### config.mk
export PLATFORM = sky130hd
export DESIGN_NAME = load_store_unit_flat
export DESIGN_NICKNAME = d
export VERILOG_FILES = /design/src/rtl/load_store_unit_if.sv /design/src/rtl/load_store_unit.sv /design/src/flat_wrapper.sv
export SDC_FILE = /design/constraint.sdc
export NUM_CORES = 1
export LEC_CHECK = 0
export BUFFER_PORTS_ARGS = -buffer_cell sky130_fd_sc_hd__buf_2
export CAP_MARGIN = 30
export CORE_UTILIZATION = 45
export CTS_CLUSTER_DIAMETER = 80
export CTS_CLUSTER_SIZE = 10
export DETAILED_ROUTE_END_ITERATION = 12
export GPL_TIMING_DRIVEN = 1
export PLACE_DENSITY = 0.74
export SLEW_MARGIN = 40
export SYNTH_ARGS = -nofsm -noshare
export SYNTH_HDL_FRONTEND = slang
export SYNTH_SLANG_ARGS = --single-unit
### constraint.sdc
create_clock -name clk -period 2.75 [get_ports clk]
set_input_delay 0.55 -clock clk [delete_from_list [all_inputs] [get_ports clk]]
set_output_delay 0.55 -clock clk [all_outputs]
set_load 0.05 [all_outputs]
### src/rtl/load_store_unit_if.sv
// Core request/response and data-memory port bundle for load_store_unit.
// slave  : the load/store unit (takes requests, drives the memory port).
// master : the surrounding environment (issues requests, models the memory).
// Signals: req_valid/req_ready/req_we/req_funct3/req_addr/req_wdata,
//          resp_valid/resp_rdata/resp_err, MemRead/MemWrite/a/wd/Funct3/rd.
interface load_store_unit_if #(
  parameter int unsigned DM_ADDRESS = 9,
  parameter int unsigned DATA_W     = 32
);
  logic                  req_valid;
  logic                  req_ready;
  logic                  req_we;
  logic [2:0]            req_funct3;
  logic [DM_ADDRESS-1:0] req_addr;
  logic [DATA_W-1:0]     req_wdata;

  logic                  resp_valid;
  logic [DATA_W-1:0]     resp_rdata;
  logic                  resp_err;

  logic                  MemRead;
  logic                  MemWrite;
  logic [DM_ADDRESS-1:0] a;
  logic [DATA_W-1:0]     wd;
  logic [2:0]            Funct3;
  logic [DATA_W-1:0]     rd;

  modport slave (
    input  req_valid, req_we, req_funct3, req_addr, req_wdata, rd,
    output req_ready, resp_valid, resp_rdata, resp_err,
           MemRead, MemWrite, a, wd, Funct3
  );

  modport master (
    output req_valid, req_we, req_funct3, req_addr, req_wdata, rd,
    input  req_ready, resp_valid, resp_rdata, resp_err,
           MemRead, MemWrite, a, wd, Funct3
  );
endinterface

### src/rtl/load_store_unit.sv
// Core-side initiator for a word-only data memory. Accepts one request at a
// time, issues word-aligned reads/writes, extracts and extends sub-word load
// data, and performs read-modify-write for byte/half stores.
// Ports: clk, reset_n (async active-low), bus (load_store_unit_if.slave):
//   request handshake in, single-cycle response pulse out, memory port out/rd in.
module load_store_unit #(
  parameter int unsigned DM_ADDRESS = 9,
  parameter int unsigned DATA_W     = 32
) (
  input  logic                  clk,
  input  logic                  reset_n,
  load_store_unit_if.slave      bus
);

  localparam logic [2:0] F3_WORD = 3'b010;

  typedef enum logic [1:0] {IDLE, RD, WR, RESP} state_e;

  state_e                state_q, state_d;
  logic                  we_q, we_d;
  logic [2:0]            f3_q, f3_d;
  logic [1:0]            lane_q, lane_d;
  logic [15:0]           wdata_q, wdata_d;

  logic                  req_ready_q, req_ready_d;
  logic                  resp_valid_q, resp_valid_d;
  logic [DATA_W-1:0]     resp_rdata_q, resp_rdata_d;
  logic                  resp_err_q, resp_err_d;
  logic                  mem_read_q, mem_read_d;
  logic                  mem_write_q, mem_write_d;
  logic [DM_ADDRESS-1:0] a_q, a_d;
  logic [DATA_W-1:0]     wd_q, wd_d;
  logic [2:0]            funct3_q, funct3_d;

  logic                  accept_c;
  logic                  req_err_c;
  logic [7:0]            byte_c;
  logic [15:0]           half_c;
  logic [DATA_W-1:0]     load_c;
  logic [DATA_W-1:0]     merge_c;

  // Request legality: unknown funct3, unsigned-style store codes, misalignment.
  always_comb begin
    req_err_c = 1'b0;
    if (bus.req_funct3 == 3'b011 || bus.req_funct3 == 3'b110 || bus.req_funct3 == 3'b111)
      req_err_c = 1'b1;
    if (bus.req_we && bus.req_funct3[2])
      req_err_c = 1'b1;
    if (bus.req_funct3[1:0] == 2'b01 && bus.req_addr[0])
      req_err_c = 1'b1;
    if (bus.req_funct3[1:0] == 2'b10 && bus.req_addr[1:0] != 2'b00)
      req_err_c = 1'b1;
  end

  // Lane selection from the word returned in RD.
  always_comb begin
    case (lane_q)
      2'd0:    byte_c = bus.rd[7:0];
      2'd1:    byte_c = bus.rd[15:8];
      2'd2:    byte_c = bus.rd[23:16];
      default: byte_c = bus.rd[31:24];
    endcase
    half_c = lane_q[1] ? bus.rd[31:16] : bus.rd[15:0];
  end

  // Load extension by funct3.
  always_comb begin
    case (f3_q)
      3'b000:  load_c = {{24{byte_c[7]}}, byte_c};
      3'b100:  load_c = {24'd0, byte_c};
      3'b001:  load_c = {{16{half_c[15]}}, half_c};
      3'b101:  load_c = {16'd0, half_c};
      default: load_c = bus.rd;
    endcase
  end

  // Sub-word store merge: replace the addressed lane, keep the rest of the word.
  always_comb begin
    merge_c = bus.rd;
    if (f3_q[0]) begin
      if (lane_q[1]) merge_c[31:16] = wdata_q;
      else           merge_c[15:0]  = wdata_q;
    end else begin
      case (lane_q)
        2'd0:    merge_c[7:0]   = wdata_q[7:0];
        2'd1:    merge_c[15:8]  = wdata_q[7:0];
        2'd2:    merge_c[23:16] = wdata_q[7:0];
        default: merge_c[31:24] = wdata_q[7:0];
      endcase
    end
  end

  assign accept_c = bus.req_valid & req_ready_q;

  // Next-state and registered-output logic.
  always_comb begin
    state_d      = state_q;
    we_d         = we_q;
    f3_d         = f3_q;
    lane_d       = lane_q;
    wdata_d      = wdata_q;
    resp_valid_d = 1'b0;
    resp_rdata_d = resp_rdata_q;
    resp_err_d   = resp_err_q;
    mem_read_d   = 1'b0;
    mem_write_d  = 1'b0;
    a_d          = a_q;
    wd_d         = wd_q;
    funct3_d     = funct3_q;

    case (state_q)
      IDLE: begin
        if (accept_c) begin
          we_d    = bus.req_we;
          f3_d    = bus.req_funct3;
          lane_d  = bus.req_addr[1:0];
          wdata_d = bus.req_wdata[15:0];
          if (req_err_c) begin
            state_d      = RESP;
            resp_valid_d = 1'b1;
            resp_err_d   = 1'b1;
            resp_rdata_d = '0;
          end else if (bus.req_we && bus.req_funct3[1:0] == 2'b10) begin
            state_d     = WR;
            mem_write_d = 1'b1;
            a_d         = {bus.req_addr[DM_ADDRESS-1:2], 2'b00};
            wd_d        = bus.req_wdata;
            funct3_d    = F3_WORD;
          end else begin
            // Loads and byte/half stores both start with a word read.
            state_d    = RD;
            mem_read_d = 1'b1;
            a_d        = {bus.req_addr[DM_ADDRESS-1:2], 2'b00};
            funct3_d   = F3_WORD;
          end
        end
      end
      RD: begin
        if (we_q) begin
          state_d     = WR;
          mem_write_d = 1'b1;
          wd_d        = merge_c;
        end else begin
          state_d      = RESP;
          resp_valid_d = 1'b1;
          resp_err_d   = 1'b0;
          resp_rdata_d = load_c;
        end
      end
      WR: begin
        state_d      = RESP;
        resp_valid_d = 1'b1;
        resp_err_d   = 1'b0;
        resp_rdata_d = '0;
      end
      default: begin
        state_d = IDLE;
      end
    endcase

    req_ready_d = (state_d == IDLE);
  end

  // State and output registers.
  always_ff @(posedge clk or negedge reset_n) begin
    if (!reset_n) begin
      state_q      <= IDLE;
      we_q         <= 1'b0;
      f3_q         <= 3'd0;
      lane_q       <= 2'd0;
      wdata_q      <= 16'd0;
      req_ready_q  <= 1'b1;
      resp_valid_q <= 1'b0;
      resp_rdata_q <= '0;
      resp_err_q   <= 1'b0;
      mem_read_q   <= 1'b0;
      mem_write_q  <= 1'b0;
      a_q          <= '0;
      wd_q         <= '0;
      funct3_q     <= 3'd0;
    end else begin
      state_q      <= state_d;
      we_q         <= we_d;
      f3_q         <= f3_d;
      lane_q       <= lane_d;
      wdata_q      <= wdata_d;
      req_ready_q  <= req_ready_d;
      resp_valid_q <= resp_valid_d;
      resp_rdata_q <= resp_rdata_d;
      resp_err_q   <= resp_err_d;
      mem_read_q   <= mem_read_d;
      mem_write_q  <= mem_write_d;
      a_q          <= a_d;
      wd_q         <= wd_d;
      funct3_q     <= funct3_d;
    end
  end

  assign bus.req_ready  = req_ready_q;
  assign bus.resp_valid = resp_valid_q;
  assign bus.resp_rdata = resp_rdata_q;
  assign bus.resp_err   = resp_err_q;
  assign bus.MemRead    = mem_read_q;
  assign bus.MemWrite   = mem_write_q;
  assign bus.a          = a_q;
  assign bus.wd         = wd_q;
  assign bus.Funct3     = funct3_q;

endmodule
### src/flat_wrapper.sv
// flat-port wrapper written by rule: the top's interface ports become plain ports
module load_store_unit_flat 
#(
  parameter int unsigned DM_ADDRESS = 9,
  parameter int unsigned DATA_W     = 32
)
  (clk, reset_n, bus_req_valid, bus_req_we, bus_req_funct3, bus_req_addr, bus_req_wdata, bus_rd, bus_req_ready, bus_resp_valid, bus_resp_rdata, bus_resp_err, bus_MemRead, bus_MemWrite, bus_a, bus_wd, bus_Funct3);
  load_store_unit_if #(.DM_ADDRESS(DM_ADDRESS), .DATA_W(DATA_W)) bus_i ();
  input  logic clk;
  input  logic reset_n;
  input wire logic [$bits(bus_i.req_valid)-1:0] bus_req_valid;
  input wire logic [$bits(bus_i.req_we)-1:0] bus_req_we;
  input wire logic [$bits(bus_i.req_funct3)-1:0] bus_req_funct3;
  input wire logic [$bits(bus_i.req_addr)-1:0] bus_req_addr;
  input wire logic [$bits(bus_i.req_wdata)-1:0] bus_req_wdata;
  input wire logic [$bits(bus_i.rd)-1:0] bus_rd;
  output wire logic [$bits(bus_i.req_ready)-1:0] bus_req_ready;
  output wire logic [$bits(bus_i.resp_valid)-1:0] bus_resp_valid;
  output wire logic [$bits(bus_i.resp_rdata)-1:0] bus_resp_rdata;
  output wire logic [$bits(bus_i.resp_err)-1:0] bus_resp_err;
  output wire logic [$bits(bus_i.MemRead)-1:0] bus_MemRead;
  output wire logic [$bits(bus_i.MemWrite)-1:0] bus_MemWrite;
  output wire logic [$bits(bus_i.a)-1:0] bus_a;
  output wire logic [$bits(bus_i.wd)-1:0] bus_wd;
  output wire logic [$bits(bus_i.Funct3)-1:0] bus_Funct3;
  assign bus_i.req_valid = bus_req_valid;
  assign bus_i.req_we = bus_req_we;
  assign bus_i.req_funct3 = bus_req_funct3;
  assign bus_i.req_addr = bus_req_addr;
  assign bus_i.req_wdata = bus_req_wdata;
  assign bus_i.rd = bus_rd;
  assign bus_req_ready = bus_i.req_ready;
  assign bus_resp_valid = bus_i.resp_valid;
  assign bus_resp_rdata = bus_i.resp_rdata;
  assign bus_resp_err = bus_i.resp_err;
  assign bus_MemRead = bus_i.MemRead;
  assign bus_MemWrite = bus_i.MemWrite;
  assign bus_a = bus_i.a;
  assign bus_wd = bus_i.wd;
  assign bus_Funct3 = bus_i.Funct3;
  load_store_unit #(.DM_ADDRESS(DM_ADDRESS), .DATA_W(DATA_W)) u_core (.clk(clk), .reset_n(reset_n), .bus(bus_i));
endmodule
# == Word level (Yosys, flattened, before mapping) ==
# Cells that the tools add are included.
# word_totals
inputBits,80
out_inout_bits,81
ff_bits,101
word_cells,97
# op_classes
n_reduce_logical,18
n_bitwise,2
muxes,45
eq_ne,18
# op_table
operator,count
$mux 32,8
$pmux 32 s4,1
$pmux 32 s3,1
$pmux 32 s2,1
$mux 16,3
$mux 8,4
$pmux 8 s3,1
$mux 1,19
$eq 3x3->1 const B,4
$ne 2x1->1 const B,4
$eq 2x1->1 const B,3
$eq 2x2->1 const B,3
$logic_not 2->1,3
$mux 2,3
$pmux 1 s3,2
$pmux 2 s3,1
$reduce_and 5->1,1
$logic_and 1x1->1,4
$ne 2x2->1 const B,2
$reduce_and 4->1,1
$reduce_bool 2->1,2
$eq 3x1->1 const B,1
$eq 3x2->1 const B,1
$logic_not 3->1,1
other kinds (8),9

# == Depth between registers and ports, before layout ==
# depth
word_depth,11
depth_mapped,9

# == Least setup slack after synthesis ==
# No wires, ideal clock.
# synth_timing
kind,input port to flip-flop
startpoint,in bus_req_funct3[2]
endpoint,"reg u_core.wd_q[10], in the netlist u_core.bus.wd[10]"
setup_slack_ps,612
cell_stages,5
path_buffers,1
setup_time_ps,125
t_required_ps,2625
arrival_ps,2013
path_cell_list,or4_4 > a211oi_2 > o21a_4 > buf_12 > mux2_4
# synth_via
elab_chain_cells,9
word_cells_on_any_way,12
# synth_rtl
item,line,text
start: declaration,flat_wrapper.sv:13,input wire logic [$bits(bus_i.req_funct3)-1:0] bus_req_funct3;
$eq 3x2->1 or $eq 3x3->1 (tied branches),load_store_unit.sv:45,if (bus.req_funct3 == 3'b011 || bus.req_funct3 == 3'b110 || bus.req_funct3 == 3'b111)
$logic_or 1x1->1 (2 in series),load_store_unit.sv:45,
$mux 1,load_store_unit.sv:45,
$mux 1 (*),load_store_unit.sv:47,if (bus.req_we && bus.req_funct3[2])
$mux 1 (*),load_store_unit.sv:49,if (bus.req_funct3[1:0] == 2'b01 && bus.req_addr[0])
$mux 1 (*),load_store_unit.sv:51,if (bus.req_funct3[1:0] == 2'b10 && bus.req_addr[1:0] != 2'b00)
$ne 2x2->1 (no line) (*),-,
$reduce_and 5->1 (no line) (*),-,
end signal: assignment,load_store_unit.sv:194,wd_q <= wd_d;
end: declaration,load_store_unit.sv:32,"logic [DATA_W-1:0] wd_q, wd_d;"
# Every way passes the cells marked *; elsewhere a longest branch is shown, timed or not.
# A chain may end at the register's enable or synchronous reset.

# == Worst setup path in the final report ==
# layout_timing
startpoint,reg u_core.state_q[1]
endpoint,"reg u_core.resp_rdata_q[22], in the netlist u_core.bus.resp_rdata[22]"
# layout_via
elab_chain_cells,3
word_cells_on_any_way,9
# layout_rtl
item,line,text
start: declaration,load_store_unit.sv:19,"state_e state_q, state_d;"
start signal: assignment,load_store_unit.sv:182,state_q <= state_d;
$eq 2x1->1 (tied with other cells),load_store_unit.sv:111,case (state_q)
$ne 2x2->1 (no line) (tied with other cells),-,
$reduce_and 4->1 (no line),-,
end signal: assignment,load_store_unit.sv:189,resp_rdata_q <= resp_rdata_d;
end: declaration,load_store_unit.sv:27,"logic [DATA_W-1:0] resp_rdata_q, resp_rdata_d;"
# Several ways; a longest one is shown, not always the timed one.

==> impl_results.md <==
- Number of global-route vias before repair: 4779
- Post-CTS Setup Bufs: 0
- Pin count of the biggest net entering global routing: 102
- Pre-CTS WS: ~0.33 ns
- Final-report setup violation count: 0
- Post-synth ARST share: between 90% and 100%
- Most frequent cells in the layout: buf_2 (155), dfrtp_1 (100), nor2_1 (58)
- Root buffer cell: clkbuf_16
- Hold_buf cts: 0
- Synth Cell Area: 0.00561 sq mm
- Unrepaired setup endpoints after global routing: false
- Maximum fanout along the worst path: 29
- Largest family of logic cells by synthesized area: compound AO/OA/AOI/OAI gates
- Die X-Extent: approximately 110 um
- Register bit total from synthesis: 101
- Post-synth top area share: between 40% and 50%
- Compound-Gate Fraction of Synth Area: a little under a fifth
- WL/cell: approximately 19 um
- EDFF count, synth: 0
- FP Rows: 40
- GRT Overall Usage: 25.7%
- Area share of fa/ha/maj cells after synthesis: less than 1%
- Chip Height: about 110 um
- GPL Wtd Cong: about 0.85
- Core ar.: around 0.012 sq mm
- Post-Synth XOR/XNOR Area: 0%
- Reg-to-reg startpoint: u_core.state_q[1]
- Total power: around 10 mW
- DRT Pass-1 Iters: 6
- Fin Setup TNS: 0 ns
- Arrival time at the worst endpoint: ~2.5 ns
- CP startpoint: u_core.state_q[1]
- Starting Density: between 40% and 50%
- Cell Pwr Density: about 1500 mW/mm^2
- Hold Violations, Final: 0
- Maxcap violations: 0
- Drc violations: 0
- Routed WL: roughly 16 mm
- Max VDD drop: slightly below 1 mV
- Commonest non-fill, non-tap cell in the layout: buf_2
- Worst Hold Class: primary input to asynchronous set/reset pin
- CP Launch Type: register
- Worst skew pair latency: 0.35 ns
- Vias per Instance: around 5.8
- Final Skew: ~0.0069 ns
- Wire length of the first global-routing pass: between 20 and 30 mm
- Num CTS Buffers: 9
- Yosys cell types: 55
- Ports: around 160
- CTS tree: yes
- Initial drt markers: roughly 450
- Worst slew pin tran: roughly 0.65 ns
- Slew Limit Fails: 0
- YS warnings: 0
- Initial antenna violation count: 1
- # fillers: roughly 1100
- Critical path class: register to register
- DIE AREA: 0.0129 sq mm
- Syn Area/Cell: around 10 sq um
- Worst-path clk slew: ~0.070 ns
- Leak Pwr: around 3.3 nW
- CP endpoint kind: register
- Top_reg_cell synth: dfrtp_1
- H-tree depth: 3
- Post-synthesis sequential area ratio: between 40% and 50%
- Hpwl dp: around 12 mm
- CTS sink cnt: about 100
- Worst-case clock buffer depth: 2
- Slew Limit Headroom: a little under three fifths
- Post-CTS sizing: 0
- CP Data Required Time: approximately 3 ns
- Synth area leader: dfrtp_1
- Gr ovfl total: 0
- Synth Area in Simple Gates: 12.3%
- Layout cells sized above 1: ~39%
- Fin worst setup slack: roughly 0.53 ns
- Via count: about 5000
- Fin crit period: 2.22 ns
- Syn Inst Count: 542
- ANT nets after route: 0
- Port Buffers: 156
- Status: completed
- Worst hold slack: ~0.22 ns
- Post-synthesis mux area share: 17.4%
- Nets: 764
- Final period util: 80.6%
- Area grow syn2layout: 21.3%
- Top cells by area, synth: dfrtp_1 (45%), mux2_4 (8.0%), mux2_2 (7.0%), o21ai_0 (5.1%), nor2_1 (3.9%)
- Fmax: roughly 450 MHz
[synth_stat cells (5+ instances only)]
cell type,number
dfrtp_1,100
nor2_1,58
o21ai_0,57
mux2_2,35
a31oi_1,33
clkbuf_1,30
mux2_4,30
nand2_1,24
o31ai_1,18
nand3_1,17
mux2i_1,11
o2bb2ai_1,11
and2_1,8
and3b_1,8
inv_1,8
a221oi_1,7
a22o_1,6
buf_4,6
a22oi_1,5
buf_2,5
nand2b_1,5
nor2b_1,5
[power breakdown]
part	leakage (nW)	internal, mW	total, mW	switching, mW
combinational	1.87	2.17	6.07	3.90
sequential	1.26	2.17	2.72	0.547
clock	0.146	0.709	1.29	0.577
total	3.27	5.04	10.1	5.03
[final timing paths]
kind	to	slack, ns	depth (start not counted)
worst max register to register	u_core.bus.resp_rdata[22]	0.53	8
min in group clk	u_core.bus.a[2]	0.42	2
worst min register to register	u_core.bus.Funct3[1]	0.48	1
worst min-delay path	u_core.bus.wd[18]	0.22	2
worst max-delay path	u_core.bus.resp_rdata[22]	0.53	8
max in group asynchronous	u_core.bus.resp_rdata[5]	2.05	2
[worst max-delay path, cell delays in order, from the launching register on]
cell and delay (ns):
dfrtp_1 0.42, inv_1 0.10, ha_2 0.34, buf_4 0.34, nor2b_1 0.17, a32o_1 0.18
a21oi_1 0.05, buf_4 0.22, o31ai_1 0.28
[metrics by stage]
step | utilization (%) | instance area [sq um] | instances
5_1_grt | 56.4 | 6800 | 853
3_3_place_gp | 53.9 | 6500 | 837
4_1_cts | 56.4 | 6800 | 853
2_1_floorplan | - | 5620 | 545
3_5_place_dp | 53.9 | 6500 | 837
6_report | 56.4 | 6810 | 854
[state kept, by name, indices dropped and copies added, names as in the netlist]
name	flops
u_core.bus.Funct3	1
u_core.bus.MemRead	1
u_core.bus.MemWrite	1
u_core.bus.a	7
u_core.bus.req_ready	1
u_core.bus.resp_err	1
u_core.bus.resp_rdata	32
u_core.bus.resp_valid	1
u_core.bus.wd	32
u_core.f3_q	3
u_core.lane_q	2
u_core.state_q	2
u_core.wdata_q	16
u_core.we_q	1
[final cells by class]
type | instances | area, sq um | area share (%)
multi-input combinational | 387 | 2800 | 41.2
sequential | 101 | 2530 | 37.2
timing repair buffer | 172 | 928 | 13.6
clock buffer | 9 | 225 | 3.31
tap | 168 | 210 | 3.09
clock inverter | 7 | 73.8 | 1.08
inverter | 9 | 33.8 | 0.496
antenna | 1 | 2.50 | 0.0368
[layer usage]
layer | track usage [%] | share of wire, % | vias to the layer above
met5 | 0 | 0 | -
met4 | 11.2 | 3.1 | 0
met3 | 6.32 | 8.0 | 39
met2 | 40.3 | 46 | 255
met1 | 34.0 | 43 | 2401
li1 | - | - | 2245
[cells by family (layout without fill, tap and decap cells)]
family | count (synthesis) | count (layout)
muxes | 77 | 77
DFF | 101 | 101
adders and majority gates | 4 | 4
AOI/OAI and AO/OA | 160 | 160
buffers and inverters | 57 | 197
other | 1 | 5
and+or+nand+nor | 142 | 142
No activity file was read; power rests on OpenSTA's default activity.
